**config.mk**
```make
export PLATFORM = sky130hd
export DESIGN_NAME = usb_out_txn_sequencer
export DESIGN_NICKNAME = d
export VERILOG_FILES = /design/src/rtl/usb_out_txn_sequencer.sv
export SDC_FILE = /design/constraint.sdc
export NUM_CORES = 1
export LEC_CHECK = 0
export BUFFER_PORTS_ARGS = -buffer_cell sky130_fd_sc_hd__buf_4
export CORE_MARGIN = 3
export CORE_UTILIZATION = 51
export DETAILED_ROUTE_END_ITERATION = 7
export GPL_TIMING_DRIVEN = 0
export HOLD_SLACK_MARGIN = 0.05
export PLACE_DENSITY = 0.88
export REMOVE_ABC_BUFFERS = 1
export SETUP_SLACK_MARGIN = 0.15
export SLEW_MARGIN = 10
export SYNTH_ARGS = -nofsm -noshare
export SYNTH_HDL_FRONTEND = slang
export SYNTH_SLANG_ARGS = --single-unit
```
**constraint.sdc**
```tcl
create_clock -name clk -period 6.75 [get_ports clk]
set_input_delay 1.6875 -clock clk [delete_from_list [all_inputs] [get_ports clk]]
set_output_delay 1.6875 -clock clk [all_outputs]
set_load 0.05 [all_outputs]
```
**src/rtl/usb_out_txn_sequencer.sv**
```systemverilog
// Host-side USB OUT transaction sequencer: OUT token, DATA0 payload, then waits
// for the device handshake, retrying on NAK or timeout up to MAX_RETRY times.
module usb_out_txn_sequencer #(
  parameter int IPG_CYCLES     = 4,
  parameter int TIMEOUT_CYCLES = 255,
  parameter int MAX_RETRY      = 8,
  localparam int RW = (MAX_RETRY > 0) ? $clog2(MAX_RETRY + 1) : 1
) (
  input  logic          clk,
  input  logic          rst,
  input  logic          req_valid,
  output logic          req_ready,
  input  logic [6:0]    req_addr,
  input  logic [3:0]    req_endp,
  input  logic [63:0]   req_data,
  output logic          pkt_avail,
  output logic [7:0]    pid_out,
  output logic [6:0]    addr_out,
  output logic [3:0]    endp_out,
  output logic [63:0]   data_out,
  input  logic          tx_stall,
  input  logic          tx_last,
  input  logic          rx_valid,
  input  logic [7:0]    rx_pid,
  output logic          done,
  output logic          status,
  output logic [RW-1:0] retries
);

  localparam logic [7:0] PID_OUT   = 8'hE1;
  localparam logic [7:0] PID_DATA0 = 8'hC3;
  localparam logic [7:0] PID_ACK   = 8'hD2;
  localparam logic [7:0] PID_NAK   = 8'h5A;

  localparam int GW = $clog2(IPG_CYCLES + 1);
  localparam int TW = $clog2(TIMEOUT_CYCLES + 1);
  localparam logic [GW-1:0] GAP_MAX   = GW'(IPG_CYCLES);
  localparam logic [GW-1:0] GAP_LAST  = GW'(IPG_CYCLES - 1);
  localparam logic [TW-1:0] TO_MAX    = TW'(TIMEOUT_CYCLES);
  localparam logic [RW-1:0] RETRY_MAX = RW'(MAX_RETRY);

  typedef enum logic [2:0] {
    IDLE, SEND_TOK, WAIT_TOK, GAP, SEND_DATA, WAIT_DATA, WAIT_HS, DONE
  } state_t;

  state_t        state_q;
  logic          next_data_q;
  logic [GW-1:0] gap_cnt_q, gap_cnt_d;
  logic [TW-1:0] to_cnt_q, to_cnt_d;
  logic          pkt_avail_q, done_q, status_q;
  logic [7:0]    pid_q;
  logic [6:0]    addr_q;
  logic [3:0]    endp_q;
  logic [63:0]   data_q;
  logic [RW-1:0] retries_q;
  logic          tx_done, hs_ack, hs_fail;

  // Both counters saturate so a long stay can never wrap into a false match.
  // NOTE: always_comb outputs are fully assigned on every path, so no latch is inferred.
  always_comb begin
    gap_cnt_d = (gap_cnt_q == GAP_MAX) ? gap_cnt_q : gap_cnt_q + 1'b1;
    to_cnt_d  = (to_cnt_q == TO_MAX) ? to_cnt_q : to_cnt_q + 1'b1;
  end

  assign tx_done = tx_last && !tx_stall;
  assign hs_ack  = rx_valid && (rx_pid == PID_ACK);
  assign hs_fail = (rx_valid && (rx_pid == PID_NAK)) || (to_cnt_d == TO_MAX);

  // NOTE: all state uses non-blocking assignments so every register samples pre-edge values.
  always_ff @(posedge clk) begin
    if (rst) begin
      // NOTE: the latched request fields are plain registers, cleared so outputs read 0 after reset.
      state_q     <= IDLE;
      next_data_q <= 1'b0;
      gap_cnt_q   <= '0;
      to_cnt_q    <= '0;
      pkt_avail_q <= 1'b0;
      done_q      <= 1'b0;
      status_q    <= 1'b0;
      pid_q       <= '0;
      addr_q      <= '0;
      endp_q      <= '0;
      data_q      <= '0;
      retries_q   <= '0;
    end else begin
      pkt_avail_q <= 1'b0;
      done_q      <= 1'b0;
      case (state_q)
        IDLE: if (req_valid) begin
          addr_q      <= req_addr;
          endp_q      <= req_endp;
          data_q      <= req_data;
          retries_q   <= '0;
          pkt_avail_q <= 1'b1;
          pid_q       <= PID_OUT;
          state_q     <= SEND_TOK;
        end
        SEND_TOK: state_q <= WAIT_TOK;
        WAIT_TOK: if (tx_done) begin
          next_data_q <= 1'b1;
          gap_cnt_q   <= '0;
          state_q     <= GAP;
        end
        GAP: begin
          if (gap_cnt_q == GAP_LAST) begin
            pkt_avail_q <= 1'b1;
            if (next_data_q) begin
              pid_q   <= PID_DATA0;
              state_q <= SEND_DATA;
            end else begin
              pid_q   <= PID_OUT;
              state_q <= SEND_TOK;
            end
          end else begin
            gap_cnt_q <= gap_cnt_d;
          end
        end
        SEND_DATA: state_q <= WAIT_DATA;
        WAIT_DATA: if (tx_done) begin
          to_cnt_q <= '0;
          state_q  <= WAIT_HS;
        end
        WAIT_HS: begin
          to_cnt_q <= to_cnt_d;
          // ACK is tested first so it beats a timeout landing in the same cycle.
          if (hs_ack) begin
            done_q   <= 1'b1;
            status_q <= 1'b0;
            state_q  <= DONE;
          end else if (hs_fail) begin
            if (retries_q == RETRY_MAX) begin
              done_q   <= 1'b1;
              status_q <= 1'b1;
              state_q  <= DONE;
            end else begin
              retries_q   <= retries_q + 1'b1;
              next_data_q <= 1'b0;
              gap_cnt_q   <= '0;
              state_q     <= GAP;
            end
          end
        end
        DONE:    state_q <= IDLE;
        default: state_q <= IDLE;
      endcase
    end
  end

  assign req_ready = (state_q == IDLE);
  assign pkt_avail = pkt_avail_q;
  assign pid_out   = pid_q;
  assign addr_out  = addr_q;
  assign endp_out  = endp_q;
  assign data_out  = data_q;
  assign done      = done_q;
  assign status    = status_q;
  assign retries   = retries_q;

endmodule

```
==> qor.txt <==
drt total wl: 11060 microns
number of DRC violations after detailed routing: 0
Inserted Diodes: 0
clock insertion delay at the later pin of the skew report: 340 ps
number of resized instances in the post-cts repair step: 0
kind of end point of the critical path: flip-flop
WL/cell: 14.31 microns
total global routing track utilization: 0.2338
Syn Std Cell Area: 4024 sq um
cell count after placement: 757
Critical Setup Path Class: in -> reg
area share of the largest cell type after synthesis: 0.4975
Final TNS setup: 0 ps
GR Overflow Total: 0
top_reg_cell synth: sky130_fd_sc_hd__dfxtp_1
fill cell instance count of the final layout: 554
first-pass GRT wire length: 17080 microns
worst setup timing slack at the placement stage: 3116 ps
syn avg cell area: 7.798 sq um
number of buffers inserted to repair setup after CTS: 0
initial detailed-routing violation count: 189
Vias: 4066
die area: 8992 sq um
hold buffers post-CTS: 0
maximum number of pins on one net before global-route repair: 101
CTS buffer count: 9
die height: 94.83 microns
number of storage elements in the synthesis netlist: 100
Final ANT Viol Nets: 0
cell types with the largest area share after synthesis: sky130_fd_sc_hd__dfxtp_1 (50%), sky130_fd_sc_hd__nand2_1 (15%), sky130_fd_sc_hd__a21oi_1 (11%)
Total Power: 1.429 mW
number of nets at the end of the flow: 764
largest fanout on the critical path: 5
via count of the first global-routing pass: 3829
HPWL reported at the end of detailed placement: 8097 microns
Req. time, crit path: 6950 ps
leakage power total: 2.430 nW
area of the core region: 7447 sq um
Hold Vio Cnt, Final: 0
CTS tree: built
count of endpoints failing setup in the final report: 0
Yosys warnings: 0
io pins: 180
status: complete, no violations
Final Instance Count excl. Fillers: 773
Async SR Flop Fraction: 0
upper clock frequency limit: 303.6 MHz
number of synthesized flops with an enable pin: 0
initial standard-cell utilization of the core: 0.5403
chip width: 94.83 microns
clock root buffer: sky130_fd_sc_hd__clkbuf_8
final weighted congestion in routability-driven placement: 0.8395
transition time at the pin with the least slew margin: 1014 ps
max-cap check violation count: 0
row count: 31
clock period minus worst slack: 3294 ps
cell area after placement: 5394 sq um
Tcrit/Tclk final: 0.4880
iteration count of the initial detailed-routing pass: 4
area overhead of the layout relative to synthesis: 39.40%
fraction of layout instances using a drive strength above 1: 0.2997
worst min path class: reg -> reg
power density relative to cell area: 254.7 nW/um^2
relative slew slack: 0.3242
critical path arrival: 3500 ps
maximum level of the CTS H-tree: 3
Setup Skew: 9.465 ps
final worst setup slack: 3456 ps
sort of element at the start of the critical path: input port
sequential share of the synthesized area: 0.4975
sequential cell area: 2002 sq um
TritonCTS Sinks: 100
Yosys cell types: 47
vias per cell: 5.260
synthesized instance count: 516
Port Buffers: 176
largest area contributor in the netlist: sky130_fd_sc_hd__dfxtp_1
Clock transition at path regs: 90 ps
footprint of the multi-input gates: 1823 sq um
initial antenna violation count: 0
clk buf depth: 2
number of max-slew violations in the final report: 0
Max VDD drop: 0.1689 mV
setup repair after global routing missed its margin: no
Design Area, Final: 5609 sq um
==> power by group <==
part | leakage, nW | internal [mW] | switching [mW]
Clock | 0.100 | 0.211 | 0.199
Combinational | 1.51 | 0.121 | 0.246
Sequential | 0.818 | 0.628 | 0.0238
==> routing by layer <==
layer	up-vias	part of all wire	GRT usage	routed length, microns
li1	2022	-	-	-
met1	1851	0.40	0.2793	4426
met2	169	0.50	0.4063	5496
met3	24	0.083	0.05578	915
met4	0	0.020	0.08654	225
met5	-	0	0	0
==> sequential cells by signal, summed over array words and instances, names as in the netlist <==
register	cells
addr_out	7
data_out	64
done	1
endp_out	4
gap_cnt_q	3
next_data_q	1
pid_out	3
pkt_avail	1
retries	4
state_q	3
status	1
to_cnt_q	8
==> cell families after synthesis <==
family | count (synthesis) | share of synthesized area
adder cells (fa/ha/maj) | 6 | 0.01866
AND/OR/NAND/NOR | 221 | 0.2320
flip-flops | 100 | 0.4975
other | 1 | 0.0009319
XOR/XNOR | 1 | 0.002177
AO/OA/AOI/OAI | 134 | 0.1940
buffers and inverters | 53 | 0.05473
==> worst paths after layout <==
kind	cells after the start	startpoint	slack, ps	to
worst max-delay path	7	rx_pid[0]	3460	retries[1]
worst min-delay path	2	addr_out[0]	460	addr_out[0]
worst max register to register	6	state_q[1]	4310	retries[2]
worst min register to register	2	addr_out[0]	460	addr_out[0]
==> metrics by stage <==
stage | utilization | hold slack [ps]
2_1_floorplan | - | 469.5
3_3_place_gp | 0.7130 | 442.1
6_report | 0.7532 | 459.1
4_1_cts | 0.7532 | 459.0
3_5_place_dp | 0.7243 | 446.6
5_1_grt | 0.7532 | 471.1
==> cell usage after synthesis (2+ instances only) <==
master / n
sky130_fd_sc_hd__nor2b_1: 3
sky130_fd_sc_hd__a211oi_1: 3
sky130_fd_sc_hd__dfxtp_1: 100
sky130_fd_sc_hd__buf_4: 5
sky130_fd_sc_hd__nor3b_1: 2
sky130_fd_sc_hd__o2111ai_1: 2
sky130_fd_sc_hd__o21ai_0: 13
sky130_fd_sc_hd__a21o_1: 2
sky130_fd_sc_hd__inv_1: 13
sky130_fd_sc_hd__or3_1: 2
sky130_fd_sc_hd__nand2b_1: 3
sky130_fd_sc_hd__a22oi_1: 2
sky130_fd_sc_hd__nand2_1: 160
sky130_fd_sc_hd__nor3_1: 11
sky130_fd_sc_hd__nor2_1: 23
sky130_fd_sc_hd__a21oi_1: 92
sky130_fd_sc_hd__clkbuf_1: 33
sky130_fd_sc_hd__and2_1: 2
sky130_fd_sc_hd__o211ai_1: 2
sky130_fd_sc_hd__a31oi_1: 4
sky130_fd_sc_hd__ha_1: 6
sky130_fd_sc_hd__nand3_1: 6
sky130_fd_sc_hd__o41ai_1: 3
==> critical path, cell delays in order <==
cell                       delay [ps]
sky130_fd_sc_hd__buf_4            110
sky130_fd_sc_hd__or3b_1           400
sky130_fd_sc_hd__nor4_2           400
sky130_fd_sc_hd__nor2_1           150
sky130_fd_sc_hd__a221oi_2         430
sky130_fd_sc_hd__or4_4            240
sky130_fd_sc_hd__o32ai_1           80
==> final cells by class <==
| class | instances | share of cell area |
|---|---|---|
| Clock inverter | 5 | 0.01495 |
| Clock buffer | 11 | 0.02342 |
| Timing Repair Buffer | 179 | 0.2480 |
| Tap cell | 99 | 0.02208 |
| Inverter | 14 | 0.009592 |
| Sequential cell | 100 | 0.3569 |
| Multi-Input combinational cell | 365 | 0.3250 |
==> placed cells by master, fill, tap and decap left out, types with 2 or more instances in the layout <==
cell	instances
sky130_fd_sc_hd__a211oi_1	3
sky130_fd_sc_hd__a21o_1	2
sky130_fd_sc_hd__a21oi_1	92
sky130_fd_sc_hd__a22oi_1	2
sky130_fd_sc_hd__a31oi_1	4
sky130_fd_sc_hd__and2_1	2
sky130_fd_sc_hd__buf_16	2
sky130_fd_sc_hd__buf_4	176
sky130_fd_sc_hd__bufinv_16	2
sky130_fd_sc_hd__clkbuf_1	2
sky130_fd_sc_hd__clkbuf_8	9
sky130_fd_sc_hd__clkinvlp_4	2
sky130_fd_sc_hd__conb_1	3
sky130_fd_sc_hd__dfxtp_1	100
sky130_fd_sc_hd__ha_1	6
sky130_fd_sc_hd__inv_1	13
sky130_fd_sc_hd__nand2_1	159
sky130_fd_sc_hd__nand2b_1	3
sky130_fd_sc_hd__nand3_1	6
sky130_fd_sc_hd__nor2_1	23
sky130_fd_sc_hd__nor2b_1	3
sky130_fd_sc_hd__nor3_1	11
sky130_fd_sc_hd__nor3b_1	2
sky130_fd_sc_hd__o2111ai_1	2
sky130_fd_sc_hd__o211ai_1	2
sky130_fd_sc_hd__o21ai_0	13
sky130_fd_sc_hd__o41ai_1	3
sky130_fd_sc_hd__or3_1	2
Power figures use the tool's default switching activity.
